### src/rtl/max_cut_seq.sv
// Sequential max-cut scorer: walks one upper-triangle node pair per clock, counts crossing edges,
// compares against a threshold and tracks the best cut since the last clear.
module max_cut_seq #(
  parameter int unsigned N  = 5,
  parameter int unsigned E  = N * (N - 1) / 2,
  parameter int unsigned CW = $clog2(E + 1)
) (
  input  logic          clk,
  input  logic          rst_n,
  input  logic          start_i,
  input  logic [N-1:0]  part_i,
  input  logic [E-1:0]  adj_i,
  input  logic [CW-1:0] threshold_i,
  input  logic          clr_best_i,
  output logic          busy_o,
  output logic          done_o,
  output logic [CW-1:0] cut_o,
  output logic          meets_o,
  output logic [CW-1:0] best_cut_o,
  output logic [N-1:0]  best_part_o
);

  localparam int unsigned IW = (N > 2) ? $clog2(N) : 1;
  localparam int unsigned KW = (E > 1) ? $clog2(E) : 1;

  typedef enum logic [1:0] {StIdle, StScan, StDone} state_e;

  state_e        state_q;
  logic [N-1:0]  part_q;
  logic [E-1:0]  adj_q;
  logic [CW-1:0] thr_q;
  logic [CW-1:0] acc_q;
  logic [IW-1:0] i_q;
  logic [IW-1:0] j_q;
  logic [KW-1:0] k_q;
  logic          busy_q;
  logic          done_q;
  logic [CW-1:0] cut_q;
  logic          meets_q;
  logic [CW-1:0] best_cut_q;
  logic [N-1:0]  best_part_q;

  logic          hit;
  logic [CW-1:0] sum;

  // Sum including the pair under evaluation this cycle.
  always_comb begin
    hit = adj_q[k_q] & (part_q[i_q] ^ part_q[j_q]);
    sum = acc_q + CW'(hit);
  end

  always_ff @(posedge clk or negedge rst_n) begin
    if (!rst_n) begin
      state_q     <= StIdle;
      part_q      <= '0;
      adj_q       <= '0;
      thr_q       <= '0;
      acc_q       <= '0;
      i_q         <= '0;
      j_q         <= '0;
      k_q         <= '0;
      busy_q      <= 1'b0;
      done_q      <= 1'b0;
      cut_q       <= '0;
      meets_q     <= 1'b0;
      best_cut_q  <= '0;
      best_part_q <= '0;
    end else begin
      done_q <= 1'b0;
      unique case (state_q)
        StIdle: begin
          if (start_i) begin
            part_q  <= part_i;
            adj_q   <= adj_i;
            thr_q   <= threshold_i;
            acc_q   <= '0;
            i_q     <= '0;
            j_q     <= IW'(1);
            k_q     <= '0;
            busy_q  <= 1'b1;
            state_q <= StScan;
          end
        end
        StScan: begin
          if (k_q == KW'(E - 1)) begin
            cut_q   <= sum;
            meets_q <= (sum >= thr_q);
            if (sum > best_cut_q) begin
              best_cut_q  <= sum;
              best_part_q <= part_q;
            end
            done_q  <= 1'b1;
            state_q <= StDone;
          end else begin
            acc_q <= sum;
            k_q   <= k_q + KW'(1);
            if (j_q == IW'(N - 1)) begin
              i_q <= i_q + IW'(1);
              j_q <= i_q + IW'(2);
            end else begin
              j_q <= j_q + IW'(1);
            end
          end
        end
        StDone: begin
          busy_q  <= 1'b0;
          state_q <= StIdle;
        end
        default: begin
          busy_q  <= 1'b0;
          state_q <= StIdle;
        end
      endcase
      // Placed after the case so a clear beats a same-edge best update.
      if (clr_best_i) begin
        best_cut_q  <= '0;
        best_part_q <= '0;
      end
    end
  end

  assign busy_o      = busy_q;
  assign done_o      = done_q;
  assign cut_o       = cut_q;
  assign meets_o     = meets_q;
  assign best_cut_o  = best_cut_q;
  assign best_part_o = best_part_q;

endmodule

### config.mk
export PLATFORM = sky130hd
export DESIGN_NAME = max_cut_seq
export DESIGN_NICKNAME = d
export VERILOG_FILES = /design/src/rtl/max_cut_seq.sv
export SDC_FILE = /design/constraint.sdc
export NUM_CORES = 1
export LEC_CHECK = 0
export CORE_UTILIZATION = 35
export DETAILED_ROUTE_END_ITERATION = 7
export SLEW_MARGIN = 20
export SYNTH_ARGS = -nofsm -noshare
export SYNTH_HDL_FRONTEND = slang
export SYNTH_SLANG_ARGS = --single-unit
### constraint.sdc
create_clock -name clk -period 2.9 [get_ports clk]
set_clock_uncertainty 0.05 [all_clocks]
set_input_delay 0.29 -clock clk [delete_from_list [all_inputs] [get_ports clk]]
set_output_delay 0.29 -clock clk [all_outputs]
set_load 0.01 [all_outputs]
==> impl_results.md, run 1 <==
* Final setup fails at 9
* Top Metal Used: met4
* Setup ws final at -0.102 ns
* CTS tree: done
* ANT cells at 0
* Slew headroom at 56.1%
* Root Buffer: clkbuf_8
* Routability Congestion at 0.810
* Via count at 1982
* Comb pwr share at 53.8%
* Pre-CTS setup slack at -0.389 ns
* Clk buf depth at 2
* Residual DRC at 0
* H-Tree Depth at 2
* Clk slew on worst S/H paths at 0.09 ns
* Area grow syn2layout at 36.6%
* Worst slew pin tran at 0.658 ns
* Max-Cap Viols at 0
* Post-route clock period utilization at 104%
* Crit Path Class: reg -> reg
* Global route total overflow at 0
* Failing checks: setup timing
* Most frequent cells in the layout: 66 x nand2_1, 50 x dfrtp_1, 37 x clkdlybuf4s50_1
* Vias per cell at 4.70
* RSZ-0062 raised after global routing: yes
* Distinct cells, synth at 35
* Leak Pwr at 0.00163 µW
* Layout cells sized above 1 at 20.6%
* Crit path launch type: flip-flop
* Final worst path period need at 3.00 ns
* Worst EP required at 3.05 ns
* CTS Buf Count at 5
* YS warnings at 0
* Post-synth top area share at 50.7%
* Flops & latches, synth at 51
* Synth top area cells: dfrtp_1 51%, nand2_1 9.9%, ha_1 7.5%
* First drt pass iteration count at 4
* Hold Fails Final Rpt at 0
* Detailed router's first-iteration violation count at 94
* Metal2 WL at 2.48 mm
* Mapped Cells at 259
* Post-Route Setup TNS at -0.845 ns
* Met3 WL post-DR at 164 µm
* VDD IR max at 0.355 mV
* Later-pin clock latency in the skew report at 0.30 ns
* Internal power at 2160 µW
* Port Buffers at 38
* Cell Pwr Density at 1030 mW/mm²
* Worst setup EP type: flip-flop
* Clock power frac at 11.7%
* Post-Syn Area at 0.00251 mm²
* Die area at 0.00753 mm²
* Core Region at 0.00687 mm²
* IO Count at 39
* HP Class: reg -> reg
* Site row count at 30
* Initial core utilization at 36.6%
* Status: finished with violations
* Tot GR Track Use at 15.9%
* Most common cell after layout, fill and taps aside: nand2_1
* DR WL/cell at 12.9 µm
* Final HPWL DP at 4.02 mm
* First-pass GRT wire length at 9.14 mm
* Pin count of the biggest net entering global routing at 28
* CP arrival at 3.15 ns
* CP Max Fanout at 5
* Vias in the first global route at 1907
* Avg Inst Size Synth at 9.71 µm²
* Largest area contributor in the netlist: dfrtp_1
* Utilization after layout at 50.0%
* Total Routed Length at 5.44 mm
* Final #Nets at 364
* Metal-1 WL at 2.75 mm
* Final slew viol count at 0
* Maximum clock rate at 333 MHz
* Syn_nets at 297
* Die Ht at 86.8 µm
* Number of antenna violations at the first check in global routing at 0
* ANT nets after route at 0
* Die Span X at 86.8 µm
* Seq pwr share at 34.5%
* P_sw at 1360 µW
* Fill cells at 654
* # clock sinks at 51
* Overall power at 3520 µW
* Register area share after synthesis at 50.7%
* Switching share of power at 38.7%
-- cell usage after synthesis --
cell type	n
nor2_2	1
buf_2	2
nor4b_1	1
nand3b_1	1
nor4_4	1
o22ai_1	2
nand4_1	4
a22o_1	9
buf_4	1
mux2i_1	4
mux4_2	2
mux2_2	3
nor2b_1	3
o31ai_1	2
nand2_1	66
inv_1	13
ha_1	15
clkinv_4	1
and2_1	1
and3b_1	1
nand2b_1	4
o211ai_1	2
a211o_1	1
dfrtp_1	51
clkbuf_1	7
a32o_1	1
buf_6	1
a21o_1	3
nor2_1	17
xnor2_1	1
xor2_1	5
o21ai_0	15
a21oi_1	9
nand3_1	8
nor3_1	1
-- power by group through the flow --
stage	combinational, µW	clock, µW	sequential (µW)
after floorplan	1110	0	1190
after global placement	1710	0	1220
after detailed placement	1760	0	1220
after CTS	1790	429	1210
after global routing	2160	456	1260
final	1900	412	1210
-- cells by family after synthesis --
| family | count (synthesis) | synth area share [%] |
|---|---|---|
| and+or+nand+nor | 109 | 19.3 |
| DFF | 51 | 50.7 |
| AOI/OAI and AO/OA | 44 | 11.2 |
| buffers and inverters | 25 | 4.48 |
| adders and majority gates | 15 | 7.46 |
| muxes | 9 | 4.73 |
| xor gates and xnor gates | 6 | 2.09 |
-- final timing paths --
path                            slack (ns)            end  startpoint  depth (start not counted)
worst max-delay path                 -0.10  best_cut_o[2]      k_q[0]                         15
worst min-delay path                  0.43       adj_q[1]    adj_q[1]                          2
worst max register to register       -0.10  best_cut_o[2]      k_q[0]                         15
worst min register to register        0.43       adj_q[1]    adj_q[1]                          2
max in group asynchronous             1.53       thr_q[0]       rst_n                          3
min in group asynchronous             0.49       adj_q[6]       rst_n                          2
-- final cells by class --
cell class / instances / area (µm²) / share of cell area (%)
clock buffers: 6 / 82.6 / 2.40
clock inverters: 1 / 5.00 / 0.146
inverters: 14 / 57.6 / 1.68
multi-input cells: 184 / 1270 / 36.9
flip-flops and latches: 51 / 1280 / 37.2
well taps: 96 / 120 / 3.50
repair buffers: 70 / 626 / 18.2
-- sequential cells by signal (all words and copies together), names as in the netlist --
name and flops:
done_o 1, busy_o 1, j_q 3, state_q 2, best_cut_o 4, part_q 5, adj_q 10, k_q 4
acc_q 4, thr_q 4, meets_o 1, best_part_o 5, cut_o 4, i_q 3
-- metrics by stage --
| step | instance area, µm² | hold slack [ns] | instances |
|---|---|---|---|
| detailed placement | 3250 | 0.295 | 413 |
| CTS | 3360 | 0.433 | 421 |
| floorplan | 2590 | -0.0556 | 259 |
| finish | 3440 | 0.432 | 422 |
| global placement | 3250 | 0.291 | 413 |
| global route | 3440 | 0.439 | 422 |
-- per-layer routing --
metal,vias to the layer above,GRT usage (%)
met4,0,5.00
met5,-,0
met2,39,25.5
li1,1001,-
met3,6,3.14
met1,936,21.8
-- timing repair --
item | 4_1_cts | 5_1_grt
gates resized for setup | 4 | 10
setup buffers | 1 | 1
endpoints found under the setup margin | 10 | 10
gates cloned | 0 | 1
hold buffers | 1 | 0
hold endpoints to repair | 26 | 0
pin swaps | 14 | 5
-- worst max-delay path, stage by stage (launching register included) --
cell and delay [ns]:
dfrtp_2 0.41, mux4_2 0.50, mux2i_1 0.14, nor2_1 0.05, nor2_1 0.10, nor2_1 0.05, ha_2 0.20, ha_4 0.17
xor2_2 0.18, ha_1 0.32, nand4_1 0.09, nand3_2 0.08, a21oi_2 0.13, buf_4 0.15, nor2_4 0.05, a22o_1 0.23
(Power assumes the default switching activity.)
==> run 2, diff against run 1 <==
Settings changed: CAP_MARGIN set to 20, GPL_TIMING_DRIVEN set to 1.
==> results of run 2 <==
Same layout as run 1: the final DEF is identical, and so are final timing and power.
==> run 3, diff against run 2 <==
Settings changed: SKIP_CTS_REPAIR_TIMING set to 1.
==> run 3 against run 2 <==
The run still ends with setup timing left. Total power up 0.13%. Register-to-register slack lost 0.02 ns. Clock power hardly changed. Sequential cell count unchanged. Combinational power is essentially flat. Global-route usage about the same. Wire length decreased by 1.0%. Sequential power hardly changed. Non-clock buffer count increased by 2. Die area stayed put. Hold slack got worse by 0.0041 ns. Critical path depth is the same. Critical endpoint is now best_cut_o[3].
==> impl_results.md, run 3 (synthesis gave the netlist of run 1 again) <==
* Worst EP required at 3.05 ns
* Routability Congestion at 0.810
* Maximum clock rate at 330 MHz
* Later-pin clock latency in the skew report at 0.30 ns
* Seq pwr share at 34.2%
* Die Ht at 86.8 µm
* Initial core utilization at 36.6%
* Number of antenna violations at the first check in global routing at 0
* Max FFs per register at 10
* Area grow syn2layout at 35.9%
* RSZ-0062 raised after global routing: yes
* Final HPWL DP at 4.02 mm
* Leak Pwr at 0.00163 µW
* Final worst path period need at 3.03 ns
* Total Routed Length at 5.39 mm
* Internal power at 2170 µW
* Crit path depth at 15
* Setup ws final at -0.126 ns
* Hold depth at 2
* Failing checks: setup timing
* H-Tree Depth at 2
* Vias per cell at 4.69
* Area occupied by multi-input gates at 0.00124 mm²
* CP arrival at 3.17 ns
* ANT cells at 0
* Slowest CP cell: mux4_2
* Die Span X at 86.8 µm
* Clock power frac at 11.7%
* Site row count at 30
* Root Buffer: clkbuf_8
* Final setup fails at 9
* Hold EP: adj_q[9]
* Post-Route Setup TNS at -1.08 ns
* DR WL/cell at 12.7 µm
* Hold Fails Final Rpt at 0
* Critical path buffers and inverters at 1
* CP startpoint: k_q[0]
* ANT nets after route at 0
* Switching share of power at 38.4%
* Via count at 1984
* Pin count of the biggest net entering global routing at 28
* HP Class: reg -> reg
* P_sw at 1350 µW
* FF+latch area at 0.00128 mm²
* Cells on worst reg2reg path at 15
* Delay of the slowest cell on the worst path at 0.50 ns
* Tot GR Track Use at 15.9%
* Reg2Reg Setup Slack at -0.13 ns
* Layout cells sized above 1 at 19.9%
* Slew headroom at 58.2%
* Clk slew on worst S/H paths at 0.09 ns
* Max-Cap Viols at 0
* Worst slew pin tran at 0.625 ns
* First drt pass iteration count at 4
* Most frequent cells in the layout: 66 x nand2_1, 50 x dfrtp_1, 37 x clkdlybuf4s50_1
* Port Buffers at 38
* Overall power at 3530 µW
* Critical R2R Launch: k_q[0]
* IO Count at 39
* Worst setup EP type: flip-flop
* Final #Nets at 365
* CP most frequent cell: nor2_1
* RR Endpoint: best_cut_o[3]
* Residual DRC at 0
* CTS tree: done
* Fill cells at 655
* Post-route clock period utilization at 104%
* Register bank with the most flops: adj_q
* # clock sinks at 51
* Crit-path cells: mux4_2 -> mux2i_1 -> nor2_1 -> nor2_1 -> nor2_1 -> ha_2 -> ha_4 -> xor2_2 -> ha_1 -> nand4_1 -> nand3_2 -> a21oi_2 -> buf_4 -> nor2_4 -> a22o_1
* Worst hold start: adj_q[9]
* Status: finished with violations
* CTS Buf Count at 5
* Global route total overflow at 0
* Crit Path Class: reg -> reg
* First-pass GRT wire length at 9.14 mm
* Clk buf depth at 2
* Detailed router's first-iteration violation count at 91
* Cell Pwr Density at 1030 mW/mm²
* CP delay by family, top: adder cells
* Comb pwr share at 54.1%
* Crit path launch type: flip-flop
* Most common cell after layout, fill and taps aside: nand2_1
* Die area at 0.00753 mm²
* Vias in the first global route at 1906
* Final slew viol count at 0
* CP Max Fanout at 9
* Core Region at 0.00687 mm²
* VDD IR max at 0.356 mV
* WHS at 0.428 ns
## run 3: cell types whose count changed in the layout (fill, tap and decap cells not counted), sizes merged
cell  change
buf       +2
nor2      -1
## run 3: stage by stage
| stage | cells | cell area (µm²) | setup slack [ns] | util, % |
|---|---|---|---|---|
| final | 423 | 3420 | -0.126 | 49.8 |
| after floorplan | 259 | 2590 | -0.0754 | - |
| after CTS | 420 | 3340 | -0.415 | 48.6 |
| after global placement | 413 | 3250 | -0.271 | 47.3 |
| after detailed placement | 413 | 3250 | -0.389 | 47.3 |
| after global routing | 423 | 3420 | -0.328 | 49.8 |
## run 3: layout make-up
type / count / area share, %
clock inverter: 1 / 0.146
inverter: 14 / 1.68
tap: 96 / 3.51
clock buffer: 6 / 2.42
multi-input combinational: 183 / 36.2
sequential: 51 / 37.4
timing repair buffer: 72 / 18.6
## run 3: routing by layer
layer / global-route usage (%) / wire (µm)
met5: 0 / 0
met4: 5.00 / 54
met3: 3.14 / 186
met2: 25.4 / 2450
met1: 21.9 / 2700
## run 3: how the worst max path moves through the flow
stage	endpoint	slack, ns
6_report	best_cut_o[3]	-0.13
5_1_grt	best_cut_o[1]	-0.33
2_1_floorplan	best_cut_o[3]	-0.08
4_1_cts	best_part_o[1]	-0.42
3_3_place_gp	best_cut_o[3]	-0.27
3_5_place_dp	best_cut_o[3]	-0.39
## run 3: power by group through the flow
stage          combinational (µW)  sequential, µW  clock [µW]
2_1_floorplan                1110            1190           0
3_3_place_gp                 1710            1220           0
3_5_place_dp                 1760            1220           0
4_1_cts                      1770            1210         429
5_1_grt                      2150            1250         456
6_report                     1910            1210         412
## run 3: tightest hold or removal path: stages (launching register included)
cell and delay (ns):
dfrtp_1 0.35, nand2_1 0.05, nand2_1 0.06
==> variant, RTL diff (flow settings as in run 1) <==
The parameter `N` goes from 5 to 6.
--- a/src/rtl/max_cut_seq.sv
+++ b/src/rtl/max_cut_seq.sv
@@ -1,7 +1,7 @@
 // Sequential max-cut scorer: walks one upper-triangle node pair per clock, counts crossing edges,
 // compares against a threshold and tracks the best cut since the last clear.
 module max_cut_seq #(
-  parameter int unsigned N  = 5,
+  parameter int unsigned N  = 6,
   parameter int unsigned E  = N * (N - 1) / 2,
   parameter int unsigned CW = $clog2(E + 1)
 ) (
Ports: changed (resized adj_i, best_part_o and part_i); port bits go from 39 to 46. No check against the original RTL was run, so the function may have changed too.
==> variant against run 1 <==
The flow still finishes with violations (negative setup slack); area after synthesis increased by 11%; wire length increased by 9.8%; setup slack got worse by 0.26 ns; count of clock-buffer cells in the layout increased by 5; design area increased by 12%; combinational power decreased by 7%; sequential cell count increased by 7; total power increased by 3.9%; critical endpoint is now best_cut_o[3]; largest cell class unchanged; largest power group unchanged; highest routed layer unchanged.
==> variant: results (changes against run 1) <==
[route]
met3_length_um = 298  ; +82%
routed_via_density = 4.62  ; -1.6%
drtIter0Drc = 95  ; +1.1%
dr_wl_met2_um = 2780  ; +12%

[sta]
setup_viol = 10  ; +1
fin_tns_setup_ns = -3.52  ; -2.68 ns
worst_slack_ns = -0.362  ; -0.259 ns

[min_path]
hold_path.class = input port to register
worstHoldStart = adj_i[14]

[global_route]
grt_max_degree = 32  ; +14%
grt_pass1_wl_um = 10200  ; +11%
grt.total_usage_pct = 15.9  ; -0.043 points

[placement]
port_buffers = 45  ; +18%
place.gp.congestion = 0.793  ; -2.1%
dp_worst_setup_slack_ns = -0.600  ; -0.211 ns
dp.cells = 444  ; +7.5%
place_area_um2 = 3570  ; +10%
dp_hpwl_um = 4260  ; +5.9%

[final_layout]
drive_gt1_share_pct = 23.1  ; +2.6 points
fin_cells = 465  ; +10%
largest_reg_flops = 15  ; +5

[critical_path]
path_max_fanout = 10  ; +5

[synthesis]
synthTopCellsByArea = dfrtp_1, nand2_1, ha_1
synth.distinct_cells = 38  ; +8.6%
postSynthAreaPerCell_um2 = 9.92  ; +2.1%
synth_seq_area_share_pct = 51.9  ; +1.2 points
synth_nets = 326  ; +9.8%

[pwr]
total_leakage_power_nw = 1.85  ; +14%

[outcome]
failed_checks = negative setup slack
outcome = complete, but fails checks

[clock_network]
insertion_delay_ns = 0.34  ; +0.04 ns

## variant: cell count changes in the layout (fill, tap and decap cells not counted), sizes merged, moves of 3 or more
cell / before / now
a21o: 3 / 0
a21oi: 9 / 5
clkbuf: 6 / 11
clkdlybuf4s50: 37 / 44
dfrtp: 51 / 58
mux2: 3 / 0
mux4: 2 / 5
nand2: 66 / 89
nand4: 4 / 1
nor2: 19 / 15
o21ai: 15 / 18
## variant: path summary, 6_finish.rpt
path / to / slack [ns] / cells past startpoint
setup / recovery: best_cut_o[3] / -0.36 / 13
hold / removal: adj_q[14] / 0.42 / 3
setup reg to reg: best_cut_o[3] / -0.36 / 13
hold reg to reg: adj_q[7] / 0.42 / 2
max in group asynchronous: i_q[1] / 1.75 / 3
min in group asynchronous: adj_q[11] / 0.47 / 2
## variant: worst max-delay path: cells and delay by family, from the launching register on
family                   cells  cell delay (ns)
AO/OA/AOI/OAI                3             0.68
XOR/XNOR                     1             0.18
adder cells (fa/ha/maj)      3             0.67
buffers and inverters        1             0.16
flip-flops                   1             0.42
multiplexers                 1             0.50
AND/OR/NAND/NOR              4             0.49
## variant: metal layers
metal / vias to the layer above / track usage (%)
li1: 1098 / -
met5: - / 0
met2: 54 / 24.3
met3: 8 / 5.11
met4: 0 / 4.37
met1: 988 / 21.6
## variant: repair_timing
item	CTS	global route
setup endpoints to repair	11	11
resized for setup	8	8
pin swaps	7	3
hold buffers	1	0
buffers inserted	3	2
endpoints found under the hold margin	27	0
## variant: final cells by class
| class | count | area [um^2] |
|---|---|---|
| clock buffers | 11 | 131 |
| clock inverters | 4 | 20.0 |
| fillers | 737 | 3880 |
| inverters | 14 | 52.6 |
| multi-input cells | 199 | 1350 |
| flip-flops and latches | 58 | 1450 |
| well taps | 102 | 128 |
| repair buffers | 77 | 708 |
## variant: cell families (layout without fill, tap and decap cells)
family / after synthesis / after routing / synth area share (%)
AND/OR/NAND/NOR: 126 / 126 / 19.4
flip-flops: 58 / 58 / 51.9
AO/OA/AOI/OAI: 40 / 40 / 9.89
buffers and inverters: 25 / 106 / 3.71
adder cells (fa/ha/maj): 15 / 15 / 6.71
multiplexers: 11 / 11 / 6.17
XOR/XNOR: 7 / 7 / 2.19
## variant: power by group
group | total [mW] | leakage, nW | switching, mW | internal [mW]
registers | 1.30 | 0.741 | 0.203 | 1.10
logic | 1.76 | 1.03 | 0.835 | 0.927
clock network | 0.600 | 0.0827 | 0.301 | 0.299
total | 3.66 | 1.85 | 1.34 | 2.32
